File: config.mk
export PLATFORM = sky130hd
export DESIGN_NAME = regfile_write_arbiter
export DESIGN_NICKNAME = d
export VERILOG_FILES = /design/src/rtl/regfile_write_arbiter.sv
export SDC_FILE = /design/constraint.sdc
export NUM_CORES = 1
export LEC_CHECK = 0
export CAP_MARGIN = 15
export CORE_MARGIN = 1.5
export CORE_UTILIZATION = 40
export DETAILED_ROUTE_END_ITERATION = 8
export PLACE_DENSITY = 0.69
export SYNTH_ARGS = -nofsm -noshare
export SYNTH_HDL_FRONTEND = slang
export SYNTH_SLANG_ARGS = --single-unit
File: constraint.sdc
create_clock -name Clk -period 1.96 [get_ports Clk]
set_input_delay 0.196 -clock Clk [delete_from_list [all_inputs] [get_ports Clk]]
set_output_delay 0.196 -clock Clk [all_outputs]
set_load 0.02 [all_outputs]
File: src/rtl/regfile_write_arbiter.sv
// Two-port writeback arbiter in front of the 32x32 register file write port.
// Optional REGARB_CONFLICT_CNT_EN adds a saturating ConflictCount output.
module regfile_write_arbiter #(
    parameter int DATA_W = 32,
    parameter int ADDR_W = 5
) (
    input  logic                   Clk,
    input  logic                   Reset_n,
    input  logic                   ValidA,
    output logic                   ReadyA,
    input  logic [ADDR_W-1:0]      AddrA,
    input  logic [DATA_W-1:0]      DataA,
    input  logic                   ValidB,
    output logic                   ReadyB,
    input  logic [ADDR_W-1:0]      AddrB,
    input  logic [DATA_W-1:0]      DataB,
    output logic                   RegWrite,
    output logic [ADDR_W-1:0]      WriteRegister,
    output logic [DATA_W-1:0]      WriteData,
`ifdef REGARB_CONFLICT_CNT_EN
    output logic [15:0]            ConflictCount,
`endif
    output logic [2**ADDR_W-1:0]   Pending
);

    localparam int DEPTH = 2**ADDR_W;

    logic              held_a_q, held_a_d;
    logic [ADDR_W-1:0] addr_a_q, addr_a_d;
    logic [DATA_W-1:0] data_a_q, data_a_d;
    logic              held_b_q, held_b_d;
    logic [ADDR_W-1:0] addr_b_q, addr_b_d;
    logic [DATA_W-1:0] data_b_q, data_b_d;
    logic              last_b_q, last_b_d;
    logic              wr_vld_q, wr_vld_d;
    logic [ADDR_W-1:0] wr_addr_q, wr_addr_d;
    logic [DATA_W-1:0] wr_data_q, wr_data_d;

    logic grant_a, grant_b;
    logic xfer_a, xfer_b;

    // Round-robin: on conflict the port not granted last time wins.
    always_comb begin
        grant_a = held_a_q & (~held_b_q | last_b_q);
        grant_b = held_b_q & (~held_a_q | ~last_b_q);
    end

    assign ReadyA = ~held_a_q | grant_a;
    assign ReadyB = ~held_b_q | grant_b;
    assign xfer_a = ValidA & ReadyA;
    assign xfer_b = ValidB & ReadyB;

    // Next state of holding registers; address 0 writes are swallowed.
    always_comb begin
        held_a_d = held_a_q;
        addr_a_d = addr_a_q;
        data_a_d = data_a_q;
        held_b_d = held_b_q;
        addr_b_d = addr_b_q;
        data_b_d = data_b_q;
        if (xfer_a) begin
            held_a_d = (AddrA != '0);
            addr_a_d = AddrA;
            data_a_d = DataA;
        end else if (grant_a) begin
            held_a_d = 1'b0;
        end
        if (xfer_b) begin
            held_b_d = (AddrB != '0);
            addr_b_d = AddrB;
            data_b_d = DataB;
        end else if (grant_b) begin
            held_b_d = 1'b0;
        end
    end

    // Next state of the write stage and the round-robin pointer.
    always_comb begin
        wr_vld_d  = 1'b0;
        wr_addr_d = wr_addr_q;
        wr_data_d = wr_data_q;
        last_b_d  = last_b_q;
        if (grant_a) begin
            wr_vld_d  = 1'b1;
            wr_addr_d = addr_a_q;
            wr_data_d = data_a_q;
            last_b_d  = 1'b0;
        end else if (grant_b) begin
            wr_vld_d  = 1'b1;
            wr_addr_d = addr_b_q;
            wr_data_d = data_b_q;
            last_b_d  = 1'b1;
        end
    end

    // State registers; reset discards everything in flight.
    always_ff @(posedge Clk or negedge Reset_n) begin
        if (!Reset_n) begin
            held_a_q  <= 1'b0;
            addr_a_q  <= '0;
            data_a_q  <= '0;
            held_b_q  <= 1'b0;
            addr_b_q  <= '0;
            data_b_q  <= '0;
            last_b_q  <= 1'b1;
            wr_vld_q  <= 1'b0;
            wr_addr_q <= '0;
            wr_data_q <= '0;
        end else begin
            held_a_q  <= held_a_d;
            addr_a_q  <= addr_a_d;
            data_a_q  <= data_a_d;
            held_b_q  <= held_b_d;
            addr_b_q  <= addr_b_d;
            data_b_q  <= data_b_d;
            last_b_q  <= last_b_d;
            wr_vld_q  <= wr_vld_d;
            wr_addr_q <= wr_addr_d;
            wr_data_q <= wr_data_d;
        end
    end

    assign RegWrite      = wr_vld_q;
    assign WriteRegister = wr_addr_q;
    assign WriteData     = wr_data_q;

    // Scoreboard of registers with a write held or in the write stage.
    always_comb begin
        Pending = '0;
        for (int r = 1; r < DEPTH; r++) begin
            Pending[r] = (held_a_q && addr_a_q == ADDR_W'(r))
                       | (held_b_q && addr_b_q == ADDR_W'(r))
                       | (wr_vld_q && wr_addr_q == ADDR_W'(r));
        end
    end

`ifdef REGARB_CONFLICT_CNT_EN
    logic [15:0] conf_cnt_q, conf_cnt_d;

    // Saturating count of cycles with both holding registers full.
    always_comb begin
        conf_cnt_d = conf_cnt_q;
        if (held_a_q && held_b_q && conf_cnt_q != 16'hFFFF)
            conf_cnt_d = conf_cnt_q + 16'd1;
    end

    // Conflict counter register.
    always_ff @(posedge Clk or negedge Reset_n) begin
        if (!Reset_n) conf_cnt_q <= '0;
        else          conf_cnt_q <= conf_cnt_d;
    end

    assign ConflictCount = conf_cnt_q;
`endif

endmodule
==> impl_metrics.toml, run 1 <==
[detailed_routing]
drt-pass1-iter-count = 4
viasPerCell = 5.336
vias = 4797
wl_per_cell_um = 18.42
drt-initial-drc-count = 239
wirelength_um = 16560
drtAntennaViolNets = 0
drc = 0

[synthesis]
synth.distinct_cells = 38
synthCells = 520
synthArstFlopShare_pct = 100.0
syn_avg_cell_area_um2 = 11.47
ys_seq_elements = 115
synth-edff-count = 0
synth_seq_area_share_pct = 48.29
ys_warn_count = 0
mappedNetlistNets = 598
synth.cell_area_mm2 = 0.005962
ys.flop_type = "dfrtp_1"

[min_path]
hold_class = "in2async"

[place]
portBuffers = 148
gp_congestion = 0.8926
dpl.hpwl_um = 11540

[global_routing]
grt_max_degree = 46
antenna_found_initial = 0
first_global_vias = 4915
track_usage_pct = 21.16
grt_pass1_wl_um = 26250
grt-ovfl-total = 0

[power]
sequentialPowerShare_pct = 31.4
p_sw_uw = 4281
report.power.total_uw = 12320
pwr-share-comb_pct = 43.4
power_frac_clock_pct = 25.2
vdd_drop_max_v = 0.0008531
powerDensity_mw_per_mm2 = 1442
p_sw_share_pct = 34.76
power_leakage_uw = 0.003790
p_int_uw = 8035

[worst_setup_path]
critPathLaunchType = "flip-flop"
rrSetupSlack_ps = 190
critPathRequiredTime_ps = 1760
crit_slowest_cell = "dfrtp_2"
cp_top_family = "flip-flops"
crit_fanout = 8
end_kind = "primary output"
r2r_end = "WriteData[14]"
cpPeakStageDelay_ps = 450
r2r-start = "held_a_q"
worstPathCellList = "buf_6 -> and4bb_2 -> a222oi_1 -> inv_1 -> buf_6"
cp_data_arrival_time_ps = 1760
cpMostUsedCell = "buf_6"
critical_path_class = "reg2out"
r2r.worst_path.cells = 6
path_buf_inv = 3

[die]
initial_core_util_pct = 41.02
fp.coreArea_mm2 = 0.01453
die_h_um = 125.1
dieArea_mm2 = 0.01565
ios = 150
dieWidth_um = 125.1
rows = 44

[timing]
slew_violations = 0
worst_slew_pin_slew_ps = 521.1
final.min_clock_period_ps = 1952
finalClockSkew_ps = 8.031
max_slew_margin_pct = 65.26
fin_crit_sh_pct = 99.58
rsz0062_at_grt = "yes"
setup_viol = 0
max_freq_mhz = 512.4
hold_violations = 0

[layout]
final_common_cell = "clkdlybuf4s50_1"
antenna_cells = 0
fin_nets = 783
final_core_util_pct = 58.78
final_cell_mix = "clkdlybuf4s50_1, dfrtp_1, nor2_1"
drive_above_1_share_pct = 36.64
area_growth_pct = 43.29

[clocking]
max-clock-path-buffers = 2
cts-htree-levels = 4
path_clk_slew_ps = 50
cts_sinks = 115
clk_latency_ps = 400
numCtsBuffers = 17
cts-root-buf = "clkbuf_16"
cts_tree = "yes"

[flow_run]
max-cap-violations = 0

[outcome]
status = "finished clean"
## worst register-to-register path: stages (launching register included)
cell     delay (ps)
dfrtp_2         420
buf_4           150
buf_12          220
nand2_1         270
buf_4           310
o22ai_1         230
nor2_1           70
## Yosys cell counts, drive strengths merged, types with 2 or more instances
cell type  count  area, µm²
a32oi         11      96.34
inv            3      11.26
nand3          6      35.03
buf           27      212.7
nor2b         10      62.56
and4b          9      90.09
dfrtp        114       2853
mux2         111       1363
and4bb         9      112.6
or4            2      15.01
o21ai          2      10.01
clkbuf        10      41.29
nor4b          3      38.79
a22oi         18      135.1
a222oi         2      20.02
and4           3      26.28
nor2          77      289.0
o22ai         37      231.5
nand2         58      232.7
## how the worst max path moves through the flow
stage                          start  depth (start not counted)          end  slack, ps
floorplan           WriteRegister[1]                          4   Pending[4]        330
global placement         addr_a_q[2]                          5   Pending[3]         10
detailed placement       addr_a_q[4]                          4   Pending[9]         -5
CTS                         held_a_q                          4   Pending[9]       -140
global route             addr_a_q[4]                          5  Pending[16]       -110
finish                   addr_a_q[4]                          5  Pending[16]          8
## through the flow
step | cell area, µm² | setup slack [ps] | cells | hold slack, ps | setup TNS (ps)
after CTS | 8409 | -141.9 | 886 | 312.0 | -257.3
after floorplan | 5962 | 333.4 | 520 | -99.59 | 0
after global routing | 8543 | -106.5 | 899 | 326.1 | -344.3
final | 8543 | 8.316 | 899 | 308.9 | 0
after detailed placement | 7765 | -5.214 | 851 | 199.7 | -5.214
after global placement | 7765 | 12.64 | 851 | 184.4 | 0
## what timing repair did
| item | 4_1_cts | 5_1_grt |
|---|---|---|
| pin swaps | 5 | 14 |
| hold endpoints to repair | 31 | 0 |
| hold buffers | 1 | 0 |
| gates resized for setup | 135 | 48 |
| endpoints found under the setup margin | 34 | 26 |
| setup buffers | 5 | 14 |
## routing by layer
metal  vias up  track usage [%]  part of all wire [%]
li1       2250                -                     -
met1      2360            26.59                    44
met2       163            35.45                    49
met3        24            5.991                   6.1
met4         0            6.551                   1.5
met5         -                0                     0
## power groups by stage
stage / clock (µW) / combinational [µW] / sequential (µW)
floorplan: 0 / 2650 / 4150
global placement: 0 / 5070 / 3830
detailed placement: 0 / 5120 / 3880
CTS: 3150 / 5150 / 3870
global route: 3280 / 5700 / 3990
finish: 3100 / 5340 / 3870
## state kept, by name, indices dropped and copies added, names as in the netlist
| signal | cells |
|---|---|
| WriteRegister | 5 |
| addr_b_q | 5 |
| addr_a_q | 5 |
| RegWrite | 1 |
| WriteData | 32 |
| data_b_q | 32 |
| last_b_q | 1 |
| held_b_q | 1 |
| held_a_q | 1 |
| data_a_q | 32 |
## kinds of logic (layout without fill, tap and decap cells)
kind of cell | Yosys count | count (layout) | synth area share (%)
buffers and inverters | 40 | 235 | 4.449
multiplexers | 111 | 111 | 22.85
AND/OR/NAND/NOR | 180 | 180 | 15.68
AO/OA/AOI/OAI | 73 | 73 | 8.667
other | 1 | 1 | 0.06290
flip-flops | 115 | 115 | 48.29
## area by class of cell
| type | instances | area [µm²] |
|---|---|---|
| fillers | 1213 | 5991 |
| multi-input cells | 365 | 2910 |
| flip-flops and latches | 115 | 2897 |
| repair buffers | 203 | 1903 |
| clock buffers | 24 | 491.7 |
| well taps | 184 | 230.2 |
| clock inverters | 5 | 100.1 |
| inverters | 3 | 11.26 |
No activity file was read; power rests on OpenSTA's default activity.
==> run 2, diff against run 1 <==
clock period = 2.4 ns   (was 1.96 ns; I/O delays follow)
==> run 2 against run 1 <==
Core utilization is 1.9 points lower. Wire length unchanged. Power shrank 21%. Global-route usage up 0.39 points. Combinational power shrank 24%. Register-to-register slack improved by 190 ps.
==> impl_metrics.toml, run 2 (synthesis gave the netlist of run 1 again) <==
[worst_setup_path]
end_kind = "primary output"
r2r_end = "data_b_q[9]"
r2r-start = "held_a_q"
cp_data_arrival_time_ps = 2090
critPathRequiredTime_ps = 2160
critPathLaunchType = "flip-flop"
critical_path_class = "reg2out"
rrSetupSlack_ps = 380
r2r.worst_path.cells = 4
crit_fanout = 13
startpoint = "WriteRegister[3]"

[place]
gp_congestion = 0.9073
portBuffers = 148
place_ws_ps = 332.4
dpl.hpwl_um = 11080

[detailed_routing]
drtAntennaViolNets = 0
drc = 0
drt-initial-drc-count = 292
viasPerCell = 5.515
drt-pass1-iter-count = 5
vias = 4754
wl_per_cell_um = 19.21
wirelength_um = 16560

[flow_run]
max-cap-violations = 0

[global_routing]
grt_max_degree = 54
track_usage_pct = 21.55
first_global_vias = 5102
grt-ovfl-total = 0
antenna_found_initial = 0
grt_pass1_wl_um = 26680

[die]
ios = 150
initial_core_util_pct = 41.02
dieArea_mm2 = 0.01565
dieWidth_um = 125.1
die_h_um = 125.1
fp.coreArea_mm2 = 0.01453
rows = 44

[power]
power_frac_clock_pct = 24.6
p_sw_uw = 3449
p_sw_share_pct = 35.59
vdd_drop_max_v = 0.0007872
pwr-share-comb_pct = 41.8
p_int_uw = 6244
powerDensity_mw_per_mm2 = 1173
power_leakage_uw = 0.003809
sequentialPowerShare_pct = 33.6

[timing]
setup_slack_ps = 67.51
max_slew_margin_pct = 61.44
worst_slew_pin_slew_ps = 578.4
finalClockSkew_ps = 9.026
fin_crit_sh_pct = 97.19
rsz0062_at_grt = "no"
setup_viol = 0
max_freq_mhz = 428.7
slew_violations = 0
finalSetupTns_ps = 0
final.min_clock_period_ps = 2332
hold_violations = 0

[clocking]
clk_latency_ps = 410
max-clock-path-buffers = 2
cts_tree = "yes"
cts_sinks = 115
cts-htree-levels = 4
path_clk_slew_ps = 50
numCtsBuffers = 17
cts-root-buf = "clkbuf_16"

[layout]
final_cell_mix = "clkdlybuf4s50_1, dfrtp_1, nor2_1"
drive_above_1_share_pct = 27.14
antenna_cells = 0
fin_nets = 746
final_common_cell = "clkdlybuf4s50_1"
area_growth_pct = 38.66

[outcome]
status = "finished clean"

[min_path]
hold_class = "in2async"
[run 2: per-layer routing]
metal  up-vias  track usage, %  wire [µm]
met1      2353           25.29       6783
li1       2174               -          -
met3        27           7.574       1275
met2       200           36.13       8145
met4         0           8.623        357
met5         -               0          0
[run 2: layout make-up]
class,instances,area [µm²]
timing repair buffer,166,1703
sequential,115,2895
inverter,3,11.26
fill,1252,6267
clock buffer,23,478.0
multi-input combinational,365,2869
tap,184,230.2
clock inverter,6,80.08
[run 2: power groups by stage]
| stage | Clock (µW) | Sequential, µW | Combinational [µW] |
|---|---|---|---|
| floorplan | 0 | 3390 | 2170 |
| global placement | 0 | 3190 | 3960 |
| detailed placement | 0 | 3230 | 4010 |
| CTS | 2430 | 3230 | 4040 |
| global route | 2540 | 3360 | 4310 |
| finish | 2390 | 3260 | 4050 |
[run 2: worst max-delay path by stage]
stage,endpoint,slack [ps],cells after the start
6_report,Pending[23],70,4
5_1_grt,Pending[20],5,5
4_1_cts,Pending[21],2,5
3_5_place_dp,Pending[9],330,4
3_3_place_gp,Pending[2],360,4
2_1_floorplan,Pending[4],730,4
[run 2: through the flow]
stage / hold slack (ps) / util [%] / instances / instance area [µm²] / total power (µW)
after floorplan: -55.59 / - / 520 / 5962 / 5557
final: 391.1 / 56.88 / 862 / 8267 / 9693
after detailed placement: 284.4 / 52.07 / 828 / 7567 / 7237
after CTS: 385.5 / 56.25 / 860 / 8175 / 9703
after global routing: 413.7 / 56.88 / 862 / 8267 / 10210
after global placement: 271.0 / 52.07 / 828 / 7567 / 7142
[run 2: repair_timing]
action,in CTS,in global routing
endpoints found under the setup margin,27,23
pin swaps,0,1
hold buffers,1,0
endpoints found under the hold margin,41,0
resized for setup,16,27
setup buffers,2,2
[run 2: critical path, cell delays in order, from the launching register on]
cell and delay (ps):
dfrtp_2 490, and4b_2 390, a32oi_1 110, nand2_1 90
clkdlybuf4s50_1 600
==> run 3, diff against run 2 <==
clock period = 2.8 ns   (was 2.4 ns; I/O delays follow)
==> run 3 against run 2 <==
Clock skew fell by 0.63 ps. Sequential power fell by 14%. Non-clock buffer count fell by 11. Die area did not move. Register-to-register slack improved by 320 ps. Worst hold slack improved by 72 ps. Sequential share of layout area rose by 0.63 points. Setup slack improved by 51 ps. Count of clock-buffer cells in the layout fell by 2. Power fell by 15%. Critical path type unchanged.
==> impl_metrics.toml, run 3 (synthesis gave the netlist of run 1 again) <==
[worst_setup_path]
cpPeakStageDelay_ps = 600
critical_path_class = "reg2out"
end_kind = "primary output"
startpoint = "WriteRegister[1]"
worstPathCellList = "nor4b_1 -> a22oi_1 -> nand2_1 -> clkdlybuf4s50_1"
cp_data_arrival_time_ps = 2400
rrSetupSlack_ps = 700
crit_fanout = 13
critPathLaunchType = "flip-flop"
r2r-start = "held_a_q"
crit_slowest_cell = "nor4b_1"
critPathRequiredTime_ps = 2520

[die]
rows = 44
dieWidth_um = 125.1
fp.coreArea_mm2 = 0.01453
ios = 150
initial_core_util_pct = 41.02
dieArea_mm2 = 0.01565
die_h_um = 125.1

[timing]
max_slew_margin_pct = 49.73
holdWs_ps = 462.8
slew_violations = 0
setup_viol = 0
fin_crit_sh_pct = 95.78
final.min_clock_period_ps = 2682
max_freq_mhz = 372.9
rsz0062_at_grt = "no"
finalClockSkew_ps = 8.398
finalSetupTns_ps = 0
hold_violations = 0
worst_slew_pin_slew_ps = 754.1

[place]
gp_congestion = 0.8629
place_area_mm2 = 0.007477
dp.cells = 821
portBuffers = 148
dpl.hpwl_um = 10540

[min_path]
hp-start = "DataB[23]"
hold_class = "in2reg"

[power]
p_int_uw = 5330
power_frac_clock_pct = 26.2
sequentialPowerShare_pct = 34.0
p_sw_share_pct = 35.53
vdd_drop_max_v = 0.0004929
pwr-share-comb_pct = 39.8
p_sw_uw = 2937
power_leakage_uw = 0.003452
powerDensity_mw_per_mm2 = 1023

[global_routing]
grt-ovfl-total = 0
first_global_vias = 4761
antenna_found_initial = 0
track_usage_pct = 20.66
grt_pass1_wl_um = 25600
grt_max_degree = 60

[layout]
area_growth_pct = 35.55
fin_nets = 735
drive_above_1_share_pct = 23.28
multi_input_area_mm2 = 0.002818
final_cell_mix = "clkdlybuf4s50_1, dfrtp_1, nor2_1"
nFillCells = 1270
regArea_mm2 = 0.002882
final_area_mm2 = 0.008082
layoutNonFillerInstCount = 854
antenna_cells = 0
final_common_cell = "clkdlybuf4s50_1"

[clocking]
cts_tree = "yes"
cts_sinks = 115
cts-root-buf = "clkbuf_16"
cts.repair.resized = 0
path_clk_slew_ps = 50
numCtsBuffers = 17
clk_latency_ps = 410
max-clock-path-buffers = 2
cts-htree-levels = 4

[detailed_routing]
wirelength_um = 15880
drt-initial-drc-count = 330
viasPerCell = 5.457
drt-pass1-iter-count = 5
drtAntennaViolNets = 0
wl_per_cell_um = 18.60
vias = 4660
drc = 0

[outcome]
status = "finished clean"

[flow_run]
max-cap-violations = 0
-- run 3: changes by cell type in the layout (fill, tap and decap cells not counted), sizes merged --
cell / before / now
buf: 18 / 7
bufinv: 2 / 3
clkbuf: 23 / 21
clkdlybuf4s50: 128 / 147
clkinv: 4 / 8
dlygate4sd2: 3 / 0
dlymetal6s2s: 16 / 0
-- run 3: final cells by class --
cell class                      count  share of cell area (%)
Timing Repair Buffer              155                   19.14
Sequential cell                   115                   35.66
Clock buffer                       21                   5.697
Inverter                            3                  0.1393
Clock inverter                     11                   1.657
Tap cell                          184                   2.849
Multi-Input combinational cell    365                   34.87
-- run 3: timing repair --
action / 4_1_cts / 5_1_grt
endpoints found under the hold margin: 55 / 0
setup buffers: 0 / 0
hold buffers: 1 / 0
-- run 3: worst paths after layout --
kind                           endpoint  cells after the start
setup reg to reg           data_a_q[31]                      4
setup / recovery             Pending[8]                      4
min in group asynchronous  data_b_q[21]                      2
hold reg to reg            data_b_q[26]                      1
max in group asynchronous  data_b_q[14]                      3
hold / removal             data_b_q[23]                      2
-- run 3: critical path, delay by kind of cell, from the launching register on --
kind / cells / cell delay [ps]
flops: 1 / 500
simple gates: 2 / 710
compound gates: 1 / 190
buf+inv: 1 / 600
-- run 3: per-stage QoR --
stage | worst slack (ps) | total power (µW) | utilization [%]
finish | 118.2 | 8268 | 55.60
global route | 5.666 | 8703 | 55.60
CTS | 132.8 | 8321 | 55.60
detailed placement | 577.5 | 6106 | 51.45
global placement | 602.2 | 6015 | 51.45
floorplan | 1089 | 4763 | -
-- run 3: power groups by stage --
| stage | Clock [µW] | Combinational [µW] | Sequential (µW) |
|---|---|---|---|
| 4_1_cts | 2210 | 3310 | 2800 |
| 5_1_grt | 2290 | 3520 | 2900 |
| 6_report | 2170 | 3290 | 2810 |
| 3_5_place_dp | 0 | 3290 | 2820 |
| 3_3_place_gp | 0 | 3250 | 2770 |
| 2_1_floorplan | 0 | 1860 | 2910 |
-- run 3: per-layer routing --
layer	track usage, %	routed length, µm	vias to the layer above
li1	-	-	2153
met5	0	0	-
met1	26.82	7048	2321
met4	5.548	151	0
met2	33.62	7557	171
met3	6.418	1124	15
